**config.mk**
```make
export PLATFORM = sky130hd
export DESIGN_NAME = uart_rx_fifo
export DESIGN_NICKNAME = d
export VERILOG_FILES = /design/src/rtl/uart_rx_fifo.sv
export SDC_FILE = /design/constraint.sdc
export NUM_CORES = 1
export LEC_CHECK = 0
export BUFFER_PORTS_ARGS = -buffer_cell sky130_fd_sc_hd__clkbuf_2
export CAP_MARGIN = 20
export CORE_AREA = 2 2 125 127
export CTS_CLUSTER_DIAMETER = 60
export DETAILED_ROUTE_END_ITERATION = 16
export DIE_AREA = 0 0 127 129
export GPL_ROUTABILITY_DRIVEN = 0
export PLACE_DENSITY_LB_ADDON = 0.12
export SLEW_MARGIN = 20
export SYNTH_ARGS = -nofsm -noshare
export SYNTH_HDL_FRONTEND = slang
export SYNTH_SLANG_ARGS = --single-unit
```
**constraint.sdc**
```tcl
create_clock -name g_clk -period 5.55 [get_ports g_clk]
set_input_delay 0.8325 -clock g_clk [delete_from_list [all_inputs] [get_ports g_clk]]
set_output_delay 0.8325 -clock g_clk [all_outputs]
set_load 0.01 [all_outputs]
```
**src/rtl/uart_rx_fifo.sv**
```systemverilog
// UART receiver (8N1, or 8E1 when UART_RX_PARITY_EN is defined) feeding a
// first-word-fall-through FIFO with a valid/ready read port.
module uart_rx_fifo #(
    parameter int CYCLES_PER_BIT = 868,
    parameter int DEPTH          = 16
) (
    input  logic                     g_clk,
    input  logic                     g_resetn,
    input  logic                     uart_rxd,
    output logic                     rx_valid,
    input  logic                     rx_ready,
    output logic [7:0]               rx_data,
    output logic                     rx_err_frame,
    output logic                     rx_err_overflow,
    output logic [$clog2(DEPTH):0]   fifo_count
);

    localparam int CW = $clog2(CYCLES_PER_BIT);
    localparam int AW = $clog2(DEPTH);
    localparam logic [CW-1:0] HALF_LOAD = CW'(CYCLES_PER_BIT / 2 - 1);
    localparam logic [CW-1:0] FULL_LOAD = CW'(CYCLES_PER_BIT - 1);
    localparam logic [CW-1:0] CNT_ONE   = CW'(1);
    localparam logic [AW-1:0] PTR_ONE   = AW'(1);
    localparam logic [AW:0]   CNT1      = (AW+1)'(1);
    localparam logic [AW:0]   FULL_CNT  = (AW+1)'(DEPTH);

    typedef enum logic [2:0] {
        S_IDLE   = 3'd0,
        S_START  = 3'd1,
        S_DATA   = 3'd2,
`ifdef UART_RX_PARITY_EN
        S_PARITY = 3'd3,
`endif
        S_STOP   = 3'd4,
        S_BREAK  = 3'd5
    } state_t;

`ifdef UART_RX_PARITY_EN
    function automatic logic even_parity(input logic [7:0] d);
        return ^d;
    endfunction
    logic par_ok_r, par_ok_s;
`endif

    logic            sync1_r, sync2_r, prev_r;
    state_t          state_r, state_s;
    logic [CW-1:0]   cnt_r, cnt_s;
    logic [2:0]      bit_idx_r, bit_idx_s;
    logic [7:0]      shift_r, shift_s;
    logic            push_s, frame_err_s;
    logic            err_frame_r, err_ovf_r;
    logic [7:0]      mem_r [DEPTH];
    logic [AW-1:0]   wr_ptr_r, rd_ptr_r;
    logic [AW:0]     count_r;
    logic            pop_s, wr_en_s, ovf_s;

    // Line synchroniser, receive FSM state and error pulse registers
    always_ff @(posedge g_clk) begin
        if (!g_resetn) begin
            sync1_r     <= 1'b1;
            sync2_r     <= 1'b1;
            prev_r      <= 1'b1;
            state_r     <= S_IDLE;
            cnt_r       <= {CW{1'b0}};
            bit_idx_r   <= 3'd0;
            shift_r     <= 8'd0;
            err_frame_r <= 1'b0;
`ifdef UART_RX_PARITY_EN
            par_ok_r    <= 1'b0;
`endif
        end else begin
            sync1_r     <= uart_rxd;
            sync2_r     <= sync1_r;
            prev_r      <= sync2_r;
            state_r     <= state_s;
            cnt_r       <= cnt_s;
            bit_idx_r   <= bit_idx_s;
            shift_r     <= shift_s;
            err_frame_r <= frame_err_s;
`ifdef UART_RX_PARITY_EN
            par_ok_r    <= par_ok_s;
`endif
        end
    end

    // Receive FSM next-state: each bit is sampled when the down-counter hits zero
    always_comb begin
        state_s     = state_r;
        cnt_s       = cnt_r;
        bit_idx_s   = bit_idx_r;
        shift_s     = shift_r;
        push_s      = 1'b0;
        frame_err_s = 1'b0;
`ifdef UART_RX_PARITY_EN
        par_ok_s    = par_ok_r;
`endif
        case (state_r)
            S_IDLE: begin
                if (prev_r && !sync2_r) begin
                    cnt_s   = HALF_LOAD;
                    state_s = S_START;
                end else begin
                    state_s = S_IDLE;
                end
            end
            S_START: begin
                if (cnt_r != {CW{1'b0}}) begin
                    cnt_s = cnt_r - CNT_ONE;
                end else if (!sync2_r) begin
                    cnt_s     = FULL_LOAD;
                    bit_idx_s = 3'd0;
                    state_s   = S_DATA;
                end else begin
                    state_s = S_IDLE;
                end
            end
            S_DATA: begin
                if (cnt_r != {CW{1'b0}}) begin
                    cnt_s = cnt_r - CNT_ONE;
                end else begin
                    cnt_s     = FULL_LOAD;
                    shift_s   = {sync2_r, shift_r[7:1]};
                    bit_idx_s = bit_idx_r + 3'd1;
                    if (bit_idx_r == 3'd7) begin
`ifdef UART_RX_PARITY_EN
                        state_s = S_PARITY;
`else
                        state_s = S_STOP;
`endif
                    end else begin
                        state_s = S_DATA;
                    end
                end
            end
`ifdef UART_RX_PARITY_EN
            S_PARITY: begin
                if (cnt_r != {CW{1'b0}}) begin
                    cnt_s = cnt_r - CNT_ONE;
                end else begin
                    cnt_s    = FULL_LOAD;
                    par_ok_s = (sync2_r == even_parity(shift_r));
                    state_s  = S_STOP;
                end
            end
`endif
            S_STOP: begin
                if (cnt_r != {CW{1'b0}}) begin
                    cnt_s = cnt_r - CNT_ONE;
                end else if (sync2_r) begin
`ifdef UART_RX_PARITY_EN
                    if (par_ok_r) begin
                        push_s = 1'b1;
                    end else begin
                        frame_err_s = 1'b1;
                    end
`else
                    push_s = 1'b1;
`endif
                    state_s = S_IDLE;
                end else begin
                    frame_err_s = 1'b1;
                    state_s     = S_BREAK;
                end
            end
            S_BREAK: begin
                if (sync2_r) begin
                    state_s = S_IDLE;
                end else begin
                    state_s = S_BREAK;
                end
            end
            default: state_s = S_IDLE;
        endcase
    end

    assign pop_s   = (count_r != {(AW+1){1'b0}}) && rx_ready;
    assign wr_en_s = push_s && ((count_r != FULL_CNT) || pop_s);
    assign ovf_s   = push_s && !wr_en_s;

    // FIFO storage, pointers and occupancy; a full FIFO still accepts a push paired with a pop
    always_ff @(posedge g_clk) begin
        if (!g_resetn) begin
            for (int i = 0; i < DEPTH; i++) begin
                mem_r[i] <= 8'd0;
            end
            wr_ptr_r  <= {AW{1'b0}};
            rd_ptr_r  <= {AW{1'b0}};
            count_r   <= {(AW+1){1'b0}};
            err_ovf_r <= 1'b0;
        end else begin
            err_ovf_r <= ovf_s;
            if (wr_en_s) begin
                mem_r[wr_ptr_r] <= shift_r;
                wr_ptr_r        <= wr_ptr_r + PTR_ONE;
            end
            if (pop_s) begin
                rd_ptr_r <= rd_ptr_r + PTR_ONE;
            end
            case ({wr_en_s, pop_s})
                2'b10:   count_r <= count_r + CNT1;
                2'b01:   count_r <= count_r - CNT1;
                default: count_r <= count_r;
            endcase
        end
    end

    assign rx_valid        = (count_r != {(AW+1){1'b0}});
    assign rx_data         = mem_r[rd_ptr_r];
    assign fifo_count      = count_r;
    assign rx_err_frame    = err_frame_r;
    assign rx_err_overflow = err_ovf_r;

endmodule

```
==> results.json <==
{
  "cts_resized": 0,
  "synth_top_area_share_pct": 47.1,
  "die_w_um": 127,
  "slowest_stage": "o21ai_0",
  "crit_path_end_kind": "flip-flop",
  "tightestPinTransition_ps": 1030,
  "synth_top_cells_by_area": "edfxtp_1 (47%), dfxtp_1 (11%), mux4_2 (11%)",
  "wl_um": 19500,
  "grt_overflow": 0,
  "final_cell_area_um2": 9000,
  "io_pins": 20,
  "layout.nets": 685,
  "grt_pass1_vias": 5213,
  "cts_root_buf": "clkbuf_16",
  "period_needed_ps": 3930,
  "synth_cells": 654,
  "hp-class": "flip-flop to flip-flop",
  "outcome": "complete, no violations",
  "cp_data_arrival_time_ps": 4070,
  "critical_path.top_delay_family": "simple AND/OR/NAND/NOR gates",
  "clk_path_buf_depth": 2,
  "ys.flop_type": "edfxtp_1",
  "mostFrequentLayoutCells": "edfxtp_1 (128), nor2_1 (122), nand2_1 (62), dfxtp_1 (45), mux4_2 (40)",
  "vias": 5236,
  "rr_startpoint": "cnt_r[0]$_SDFFE_PN0P_",
  "syn_to_final_growth_pct": 10.2,
  "antenna_found_initial": 0,
  "skew_ps": 7.32,
  "grtUsageTotal_pct": 25.2,
  "yosysWarnings": 0,
  "synth_edf_count": 128,
  "ys_seq_area_share_pct": 58.4,
  "avgSynthCellArea_um2": 12.5,
  "path_max_fanout": 17,
  "worst_slack_ps": 1620,
  "utilization_pct": 60.1,
  "detailedPlacementHpwl_um": 13500,
  "hold_violations": 0,
  "ys_types": 55,
  "rows": 45,
  "finalSetupTns_ps": 0,
  "grt_max_degree": 37,
  "leakage_uw": 0.00296,
  "final.fill_count": 1195,
  "layout_commonest_cell": "edfxtp_1",
  "crit_chain": "inv_1, ha_1, or4b_1, nor4_4, and3_1, nand3b_1, o21ai_0, buf_4",
  "peakVddDrop_v": 0.000262,
  "numPortBuffers": 19,
  "vias_per_cell": 6.01,
  "cts_setup_buffers": 0,
  "max_freq_ghz": 0.254,
  "drt-initial-drc-count": 627,
  "crit_buf_inv": 2,
  "rsz0062_at_grt": "false",
  "max_stage_delay_ps": 1000,
  "r2r_slack_ps": 1620,
  "fp.dieArea_um2": 16400,
  "whs_path_depth": 1,
  "clk_latency_ps": 430,
  "initial_utilization_pct": 54.5,
  "cp-start-kind": "flip-flop",
  "rr_worst_depth": 8,
  "cap_violations": 0,
  "crit_required_ps": 5690,
  "dpl_cell_area_um2": 8430,
  "min_from": "sync1_r$_SDFF_PN1_",
  "setup_viol": 0,
  "drive_gt1_share_pct": 22.1,
  "holdPathEnd": "sync2_r$_SDFF_PN1_",
  "cts_sinks": 174,
  "cts_tree": "done",
  "syn_nets": 669,
  "ctsHoldBuffers": 0,
  "numCtsBuffers": 17,
  "pre_cts_slack_ps": 1480,
  "ant_nets": 0,
  "synth_largest_area_cell": "edfxtp_1",
  "clk_pin_slew_worst_paths_ps": 60,
  "async_reset_ff_share_pct": 0,
  "synth-seq-cells": 174,
  "timing.final.crit_share_pct": 70.8,
  "drt_first_pass_iters": 5,
  "syn_area_um2": 8160,
  "grt_pass1_wl_um": 30300,
  "routedWlPerCell_um": 22.4,
  "rr_endpoint": "mem_r[5][3]$_SDFFCE_PN0P_",
  "power.density_nw_per_um2": 376,
  "worst-setup-path-type": "flip-flop to flip-flop",
  "final_max_slew_viol_count": 0,
  "die_h_um": 129,
  "whs_ps": 415,
  "drc": 0,
  "coreArea_um2": 15000,
  "diodes": 0,
  "slew_headroom_pct": 30.3,
  "htree_levels": 4
}
-- layer usage --
layer	up-vias	global-route usage [%]	part of all wire (%)	routed length (um)
met5	-	0	0	0
met4	0	9.50	2.6	516
met3	31	4.74	6.4	1260
met2	217	41.8	50	9740
met1	2586	33.6	41	8010
li1	2402	-	-	-
-- synthesized netlist by cell type, types with 7 or more instances --
cell      number
mux4_2        40
dfxtp_1       46
edfxtp_1     128
or3_1          7
ha_1          11
nand2b_1       9
clkbuf_1      29
nor2_1       122
inv_1         15
o21ai_0       25
a21oi_1       25
nor3_1        10
nor2_4        30
nand2_1       62
-- sequential cells by signal, indices dropped and copies added (netlist names), named ones only --
| signal | flops |
|---|---|
| sync2_r | 1 |
| cnt_r | 10 |
| rx_err_frame | 1 |
| wr_ptr_r | 4 |
| sync1_r | 1 |
| shift_r | 8 |
| mem_r | 128 |
| rx_err_overflow | 1 |
| prev_r | 1 |
| state_r | 3 |
| fifo_count | 5 |
| bit_idx_r | 3 |
| rd_ptr_r | 4 |
-- cell families after synthesis --
| kind of cell | after synthesis | share of synthesized area [%] |
|---|---|---|
| simple gates | 276 | 17.8 |
| fa+ha+maj | 11 | 1.69 |
| mux | 43 | 11.4 |
| flops | 174 | 58.4 |
| compound gates | 82 | 6.27 |
| buf+inv | 60 | 3.62 |
| xor+xnor | 8 | 0.858 |
-- final cells by class --
cell class	count	area (um^2)	share of cell area (%)
clock inverters	5	28.8	0.320
well taps	188	235	2.61
flip-flops and latches	174	4770	53.0
inverters	16	60.1	0.668
clock buffers	27	534	5.94
repair buffers	41	260	2.89
multi-input cells	420	3110	34.6
-- through the flow --
step	power, uW	cells
after detailed placement	2290	839
after global placement	2270	839
final	3380	871
after CTS	3400	871
after global routing	3510	871
after floorplan	2090	654
-- power by group --
group	leakage [uW]	internal [uW]	switching (uW)
combinational	0.000986	349	347
sequential	0.00170	1460	96.1
clock	0.000283	656	470
total	0.00296	2470	914
-- how the worst max path moves through the flow --
stage / from / endpoint / slack [ps] / depth (start not counted)
floorplan: cnt_r[0]$_SDFFE_PN0P_ / mem_r[0][0]$_SDFFCE_PN0P_ / 2460 / 9
global placement: cnt_r[0]$_SDFFE_PN0P_ / mem_r[2][4]$_SDFFCE_PN0P_ / 1620 / 7
detailed placement: cnt_r[0]$_SDFFE_PN0P_ / mem_r[2][4]$_SDFFCE_PN0P_ / 1480 / 7
CTS: cnt_r[0]$_SDFFE_PN0P_ / mem_r[2][0]$_SDFFCE_PN0P_ / 1450 / 7
global route: cnt_r[0]$_SDFFE_PN0P_ / mem_r[5][1]$_SDFFCE_PN0P_ / 1340 / 8
finish: cnt_r[0]$_SDFFE_PN0P_ / mem_r[5][3]$_SDFFCE_PN0P_ / 1620 / 8
Power figures use the tool's default switching activity.
